File: config.mk
export PLATFORM = sky130hd
export DESIGN_NAME = dims_rtz_sequencer
export DESIGN_NICKNAME = d
export VERILOG_FILES = /design/src/rtl/dims_rtz_sequencer.sv
export SDC_FILE = /design/constraint.sdc
export NUM_CORES = 1
export LEC_CHECK = 0
export CORE_ASPECT_RATIO = 1.1
export CORE_MARGIN = 4
export CORE_UTILIZATION = 50
export CTS_BUF_LIST = sky130_fd_sc_hd__clkbuf_2 sky130_fd_sc_hd__clkbuf_4 sky130_fd_sc_hd__clkbuf_8
export CTS_CLUSTER_SIZE = 30
export DETAILED_ROUTE_END_ITERATION = 8
export DONT_BUFFER_PORTS = 1
export PLACE_DENSITY_LB_ADDON = 0.2
export SLEW_MARGIN = 10
export SYNTH_ARGS = -nofsm -noshare
export SYNTH_HDL_FRONTEND = slang
export SYNTH_SLANG_ARGS = --single-unit
File: constraint.sdc
create_clock -name CK -period 2.5 [get_ports CK]
set_clock_uncertainty 0.2 [all_clocks]
set_input_delay 0.5 -clock CK [delete_from_list [all_inputs] [get_ports CK]]
set_output_delay 0.5 -clock CK [all_outputs]
set_load 0.01 [all_outputs]
File: src/rtl/dims_rtz_sequencer.sv
// dims_rtz_sequencer: clocked four-phase return-to-zero controller for a
// combinational DIMS dual-rail datapath. Operands arrive single-rail over
// valid/ready, are driven as dual-rail codewords followed by all-zero spacers,
// and the synchronised completion of the result rails is returned single-rail.
// Optional feature: define DIMS_LATENCY_CNT_EN to add the 16-bit lat_cyc
// output (cycles spent in DATA for the last captured result).
module dims_rtz_sequencer #(
  parameter int IN_W     = 8,
  parameter int OUT_W    = 9,
  parameter int INIT_CYC = 4,
  parameter int TIMEOUT  = 255
) (
  input  logic             CK,
  input  logic             RST,
  input  logic             in_valid,
  output logic             in_ready,
  input  logic [IN_W-1:0]  in_data,
  output logic [IN_W-1:0]  dr_f,
  output logic [IN_W-1:0]  dr_t,
  output logic             PI,
  input  logic [OUT_W-1:0] res_f,
  input  logic [OUT_W-1:0] res_t,
  output logic             out_valid,
  input  logic             out_ready,
  output logic [OUT_W-1:0] out_data,
  output logic             err_timeout,
  output logic             err_illegal,
`ifdef DIMS_LATENCY_CNT_EN
  output logic [15:0]      lat_cyc,
`endif
  input  logic             clr_err
);

  localparam int TW = $clog2(TIMEOUT + 1);
  localparam int IW = (INIT_CYC > 1) ? $clog2(INIT_CYC) : 1;

  typedef enum logic [2:0] {
    S_INIT = 3'd0,
    S_SPW  = 3'd1,
    S_IDLE = 3'd2,
    S_DATA = 3'd3,
    S_SPC  = 3'd4,
    S_ERR  = 3'd5
  } state_t;

  // Rail-code classification of a whole dual-rail word.
  function automatic logic word_spacer(input logic [OUT_W-1:0] f, input logic [OUT_W-1:0] t);
    return ~|(f | t);
  endfunction

  function automatic logic word_complete(input logic [OUT_W-1:0] f, input logic [OUT_W-1:0] t);
    return &(f ^ t);
  endfunction

  function automatic logic word_illegal(input logic [OUT_W-1:0] f, input logic [OUT_W-1:0] t);
    return |(f & t);
  endfunction

  logic [OUT_W-1:0] res_f_m, res_t_m, res_f_s, res_t_s;
  state_t           state, state_nx;
  logic [IW-1:0]    init_cnt, init_cnt_nx;
  logic [1:0]       stab_cnt, stab_cnt_nx;
  logic [TW-1:0]    tmr, tmr_nx;
  logic             hs_done, hs_done_nx;
  logic             capture, set_timeout, set_illegal, clear_err;
  logic             spacer, complete, illegal, cond_now, stable, handshake, tmr_hit;
  logic             pi_nx, in_ready_nx, out_valid_nx, err_timeout_nx, err_illegal_nx;
  logic [IN_W-1:0]  dr_t_nx, dr_f_nx;
  logic [OUT_W-1:0] out_data_nx;

  assign spacer    = word_spacer(res_f_s, res_t_s);
  assign complete  = word_complete(res_f_s, res_t_s);
  assign illegal   = word_illegal(res_f_s, res_t_s);
  // DATA waits for a full codeword, every other waiting state for a spacer.
  assign cond_now  = (state == S_DATA) ? complete : spacer;
  // Condition already held for two full cycles and still holds now.
  assign stable    = cond_now && (stab_cnt == 2'd2);
  assign handshake = out_valid && out_ready;
  assign tmr_hit   = (tmr == TW'(TIMEOUT - 1));

  // Two-flop synchroniser for the asynchronous datapath result rails.
  always_ff @(posedge CK) begin
    if (RST) begin
      res_f_m <= {OUT_W{1'b0}};
      res_t_m <= {OUT_W{1'b0}};
      res_f_s <= {OUT_W{1'b0}};
      res_t_s <= {OUT_W{1'b0}};
    end else begin
      res_f_m <= res_f;
      res_t_m <= res_t;
      res_f_s <= res_f_m;
      res_t_s <= res_t_m;
    end
  end

  // Next-state, counters and next values of every registered output.
  always_comb begin
    state_nx    = state;
    init_cnt_nx = init_cnt;
    stab_cnt_nx = stab_cnt;
    tmr_nx      = tmr;
    hs_done_nx  = hs_done;
    capture     = 1'b0;
    set_timeout = 1'b0;
    set_illegal = 1'b0;
    clear_err   = 1'b0;

    case (state)
      S_INIT: begin
        if (init_cnt == IW'(INIT_CYC - 1)) begin
          state_nx = S_SPW;
        end else begin
          init_cnt_nx = init_cnt + IW'(1);
        end
      end
      S_SPW: begin
        if (illegal) begin
          state_nx    = S_ERR;
          set_illegal = 1'b1;
        end else if (stable) begin
          state_nx = S_IDLE;
        end else if (tmr_hit) begin
          state_nx    = S_ERR;
          set_timeout = 1'b1;
        end else begin
          state_nx = state;
        end
      end
      S_IDLE: begin
        if (illegal) begin
          state_nx    = S_ERR;
          set_illegal = 1'b1;
        end else if (in_valid && in_ready) begin
          state_nx = S_DATA;
        end else begin
          state_nx = state;
        end
      end
      S_DATA: begin
        // Illegal code wins over a completion seen in the same cycle.
        if (illegal) begin
          state_nx    = S_ERR;
          set_illegal = 1'b1;
        end else if (stable) begin
          state_nx = S_SPC;
          capture  = 1'b1;
        end else if (tmr_hit) begin
          state_nx    = S_ERR;
          set_timeout = 1'b1;
        end else begin
          state_nx = state;
        end
      end
      S_SPC: begin
        // A stalled consumer never times out while the spacer is holding.
        if (illegal) begin
          state_nx    = S_ERR;
          set_illegal = 1'b1;
        end else if (stable && (hs_done || handshake)) begin
          state_nx = S_IDLE;
        end else if (tmr_hit && !spacer) begin
          state_nx    = S_ERR;
          set_timeout = 1'b1;
        end else begin
          state_nx = state;
        end
      end
      S_ERR: begin
        if (clr_err) begin
          state_nx  = S_INIT;
          clear_err = 1'b1;
        end else begin
          state_nx = state;
        end
      end
      default: begin
        state_nx = S_INIT;
      end
    endcase

    // Counters restart on every state change.
    if (state_nx != state) begin
      init_cnt_nx = {IW{1'b0}};
      stab_cnt_nx = 2'd0;
      tmr_nx      = {TW{1'b0}};
    end else begin
      if (cond_now) begin
        stab_cnt_nx = (stab_cnt == 2'd2) ? 2'd2 : stab_cnt + 2'd1;
      end else begin
        stab_cnt_nx = 2'd0;
      end
      if ((state == S_SPC) && spacer) begin
        tmr_nx = {TW{1'b0}};
      end else if ((state == S_SPW) || (state == S_DATA) || (state == S_SPC)) begin
        tmr_nx = tmr + TW'(1);
      end else begin
        tmr_nx = {TW{1'b0}};
      end
    end

    if (state_nx != S_SPC) begin
      hs_done_nx = 1'b0;
    end else if (handshake) begin
      hs_done_nx = 1'b1;
    end else begin
      hs_done_nx = hs_done;
    end

    pi_nx       = (state_nx == S_INIT) || (state_nx == S_ERR);
    in_ready_nx = (state_nx == S_IDLE);

    if (state_nx == S_DATA) begin
      if (state == S_IDLE) begin
        dr_t_nx = in_data;
        dr_f_nx = ~in_data;
      end else begin
        dr_t_nx = dr_t;
        dr_f_nx = dr_f;
      end
    end else begin
      dr_t_nx = {IN_W{1'b0}};
      dr_f_nx = {IN_W{1'b0}};
    end

    if ((state_nx == S_INIT) || (state_nx == S_ERR)) begin
      out_valid_nx = 1'b0;
    end else if (capture) begin
      out_valid_nx = 1'b1;
    end else if (handshake) begin
      out_valid_nx = 1'b0;
    end else begin
      out_valid_nx = out_valid;
    end

    out_data_nx = capture ? res_t_s : out_data;

    if (clear_err) begin
      err_timeout_nx = 1'b0;
      err_illegal_nx = 1'b0;
    end else begin
      err_timeout_nx = err_timeout | set_timeout;
      err_illegal_nx = err_illegal | set_illegal;
    end
  end

  // State, counters and registered outputs; RST restarts from INIT at any time.
  always_ff @(posedge CK) begin
    if (RST) begin
      state       <= S_INIT;
      init_cnt    <= {IW{1'b0}};
      stab_cnt    <= 2'd0;
      tmr         <= {TW{1'b0}};
      hs_done     <= 1'b0;
      PI          <= 1'b1;
      in_ready    <= 1'b0;
      dr_t        <= {IN_W{1'b0}};
      dr_f        <= {IN_W{1'b0}};
      out_valid   <= 1'b0;
      out_data    <= {OUT_W{1'b0}};
      err_timeout <= 1'b0;
      err_illegal <= 1'b0;
    end else begin
      state       <= state_nx;
      init_cnt    <= init_cnt_nx;
      stab_cnt    <= stab_cnt_nx;
      tmr         <= tmr_nx;
      hs_done     <= hs_done_nx;
      PI          <= pi_nx;
      in_ready    <= in_ready_nx;
      dr_t        <= dr_t_nx;
      dr_f        <= dr_f_nx;
      out_valid   <= out_valid_nx;
      out_data    <= out_data_nx;
      err_timeout <= err_timeout_nx;
      err_illegal <= err_illegal_nx;
    end
  end

`ifdef DIMS_LATENCY_CNT_EN
  logic [15:0] lat_cnt;

  // Count cycles spent in DATA and publish the count when the result is captured.
  always_ff @(posedge CK) begin
    if (RST) begin
      lat_cnt <= 16'd0;
      lat_cyc <= 16'd0;
    end else begin
      if ((state_nx == S_DATA) && (state != S_DATA)) begin
        lat_cnt <= 16'd1;
      end else if ((state == S_DATA) && (lat_cnt != 16'hFFFF)) begin
        lat_cnt <= lat_cnt + 16'd1;
      end else begin
        lat_cnt <= lat_cnt;
      end
      if (capture) begin
        lat_cyc <= lat_cnt;
      end else begin
        lat_cyc <= lat_cyc;
      end
    end
  end
`endif

endmodule

==> impl_metrics.tcl <==
set metrics [dict create \
    worst_pin_slew_ns 0.508 \
    die_w_um 88.5 \
    synth-edff-count 0 \
    grtUsageMet2_pct 26.9 \
    cts_max_level 3 \
    setup_viol 0 \
    grt_max_degree 45 \
    path_class "reg -> reg" \
    drt_iter0_drc 145 \
    clock_insertion_delay_worst_skew_ns 0.35 \
    cpMaxStageDelayCell "or3_4" \
    crit_chain "inv_1 -> ha_1 -> nand4_1 -> or3_4 -> o22ai_1 -> o21ai_2 -> mux2i_2 -> buf_12 -> nor4_2" \
    syn-num-nets 415 \
    synth_cells 362 \
    fin_crit_ns 2.44 \
    first_pass_iters 4 \
    hpwl_um 4690 \
    syn_area_mm2 0.00356 \
    synth_top_area_cell "dfxtp_1" \
    clock-sinks 82 \
    die_y_um 96.5 \
    holdCritPathClass "in -> reg" \
    ys_top_cells_by_count "dfxtp_1 (82), nor2b_1 (42), nor2_1 (31)" \
    worst_setup_path_end_kind "flip-flop" \
    grt_use_met1_pct 21.8 \
    areaGrowthSynthToFinish_pct 13.7 \
    grt_usage_pct 16.8 \
    drv_slew 0 \
    coreArea_mm2 0.00697 \
    cp_max_fo 12 \
    critPathArrivalTime_ns 2.50 \
    totalWireLength_um 7030 \
    async_flop_share_pct 0 \
    initial_core_util_pct 51.1 \
    netlist.area_leader.share_pct 46.1 \
    drc 0 \
    cp-start-kind "flip-flop" \
    p_leak_nw 1.45 \
    fin_nets 427 \
    antenna_found_initial 0 \
    clockBufferDepth 2 \
    drv_cap 0 \
    period_share_pct 97.5 \
    synth_ff_type "dfxtp_1" \
    first_global_vias 2336 \
    antenna_left 0 \
    min_path_cells 1 \
    num_rows 32 \
    hold_viol 0 \
    slew_headroom_pct 65.8 \
    outcome "completed" \
    clockRootBuffer "clkbuf_8" \
    clock.fmax_mhz 410 \
    r2r_cells 9 \
    routabilityCongestion 0.818 \
    synth-seq-cells 82 \
    yosys_warnings 0 \
    synth.distinct_cells 46 \
    synthTopCellsByArea "dfxtp_1 (46%), ha_1 (7.7%), nor2b_1 (7.4%)" \
    powerDensity_mw_per_mm2 692 \
    cts-buffers-inserted 9 \
    cts_tree "yes" \
    use_met3_pct 3.99 \
    ir_worst_vdd_mv 0.549 \
    grt_overflow_total 0 \
    yosysMostFrequentCell "dfxtp_1" \
    required_ns 2.57 \
    cpPeakStageDelay_ns 0.48 \
    wire_per_inst_um 15.2 \
    grt_pass1_wl_um 11100 \
    layout-drive-gt1-share_pct 19.8 \
    dpl_cell_area_mm2 0.00368 \
    viasPerCell 5.32 \
    io_buffers 0 \
    antennaDiodeCount 0 \
    busiest_layer "met2" \
    dieArea_mm2 0.00853 \
    final_area_mm2 0.00405 \
    vias 2468 \
    ys_seq_area_share_pct 46.1 \
    path_clk_slew_ns 0.09 \
    synth_area_per_cell_um2 9.83 \
    utilization_pct 58.1 \
    io_pins 61 \
]
## per-layer routing
metal | up-vias | routed length (µm)
met5 | - | 0
met4 | 0 | 140
met3 | 17 | 371
met2 | 68 | 3340
met1 | 1134 | 3180
li1 | 1249 | -
## cell families (layout without fill, tap and decap cells)
logic type               count (synthesis)  in the layout  share of synthesized area [%]
AO/OA/AOI/OAI                           49             49                           9.31
XOR/XNOR                                 8              8                           1.97
adder cells (fa/ha/maj)                 22             22                           7.73
buffers and inverters                   40             57                           5.59
flip-flops                              82             82                           46.1
multiplexers                             5              5                           1.51
AND/OR/NAND/NOR                        156            156                           27.8
## stage by stage
| step | setup WS [ns] | power, W | hold slack (ns) | TNS [ns] | std cells |
|---|---|---|---|---|---|
| finish | 0.0626 | 0.00280 | 0.0187 | 0 | 464 |
| global route | -0.0394 | 0.00293 | 0.0110 | -0.191 | 464 |
| CTS | 0.0622 | 0.00282 | 0.000568 | 0 | 460 |
| detailed placement | 0.0243 | 0.00170 | 0.223 | 0 | 441 |
| global placement | 0.0775 | 0.00169 | 0.224 | 0 | 441 |
| floorplan | 0.205 | 0.00164 | 0.214 | 0 | 362 |
## timing repair
| item | in CTS | in global routing |
|---|---|---|
| hold buffers | 3 | 2 |
| pin swaps | 0 | 5 |
| endpoints found under the setup margin | 2 | 25 |
| resized for setup | 1 | 13 |
| endpoints found under the hold margin | 44 | 7 |
| buffers inserted | 0 | 2 |
## power by group
part	internal, W	leakage, nW	switching (W)	total [W]
combinational	0.000140	0.671	0.000183	0.000323
clock	0.000580	0.113	0.000512	0.00109
sequential	0.00136	0.670	0.0000307	0.00139
total	0.00208	1.45	0.000726	0.00280
## final cells by class
class,count,area [µm²]
inverter,21,78.8
timing repair buffer,20,210
multi-input combinational,240,1780
clock buffer,9,124
tap,85,106
sequential,82,1640
clock inverter,7,105
fill,617,2920
## worst max-delay path, delay by kind of cell, from the launching register on
family	cells	cell delay, ns
DFF	1	0.33
adders and majority gates	1	0.15
muxes	1	0.18
AOI/OAI and AO/OA	2	0.40
buffers and inverters	2	0.24
and+or+nand+nor	3	0.85
## worst paths after layout
kind / startpoint / to / slack [ns]
max: res_t_s[8] / tmr[2] / 0.06
min: RST / dr_t[6] / 0.02
max reg2reg: res_t_s[8] / tmr[2] / 0.06
min reg2reg: res_t_m[3] / res_t_s[3] / 0.24
## sequential cells by signal, summed over array words and instances (netlist names)
name and flops:
out_data 9, res_f_m 9, res_f_s 9, res_t_m 9, res_t_s 9, dr_f 8, dr_t 8, tmr 8
state 3, init_cnt 2, stab_cnt 2, PI 1, err_illegal 1, err_timeout 1, hs_done 1, in_ready 1
out_valid 1
## cell usage in the layout (no fill, tap or decap), types with 2 or more instances in the layout
cell           instances
nand2b_1               3
o21ai_0                8
nor4_4                 3
nand4_1                6
a21oi_2                2
dfxtp_1               80
nor2_1                30
nand3b_1               3
a21o_1                 3
nor3_1                 5
or3_1                  2
a21oi_1               15
nor4_1                 4
nor4_2                 8
clkbuf_8               9
inv_1                 20
o21ai_2                2
nor4b_1                2
nor2b_1               42
buf_4                 12
xor2_1                 4
and2_1                 2
bufinv_16              2
ha_1                  22
mux2i_1                4
a31oi_1                3
a211oi_1               4
nor3_2                14
inv_6                  3
dlygate4sd3_1          4
nand2_1               21
nand3_1                4
buf_12                 4
xnor2_1                4
dfxtp_2                2
o211ai_1               3
Power figures use the tool's default switching activity.
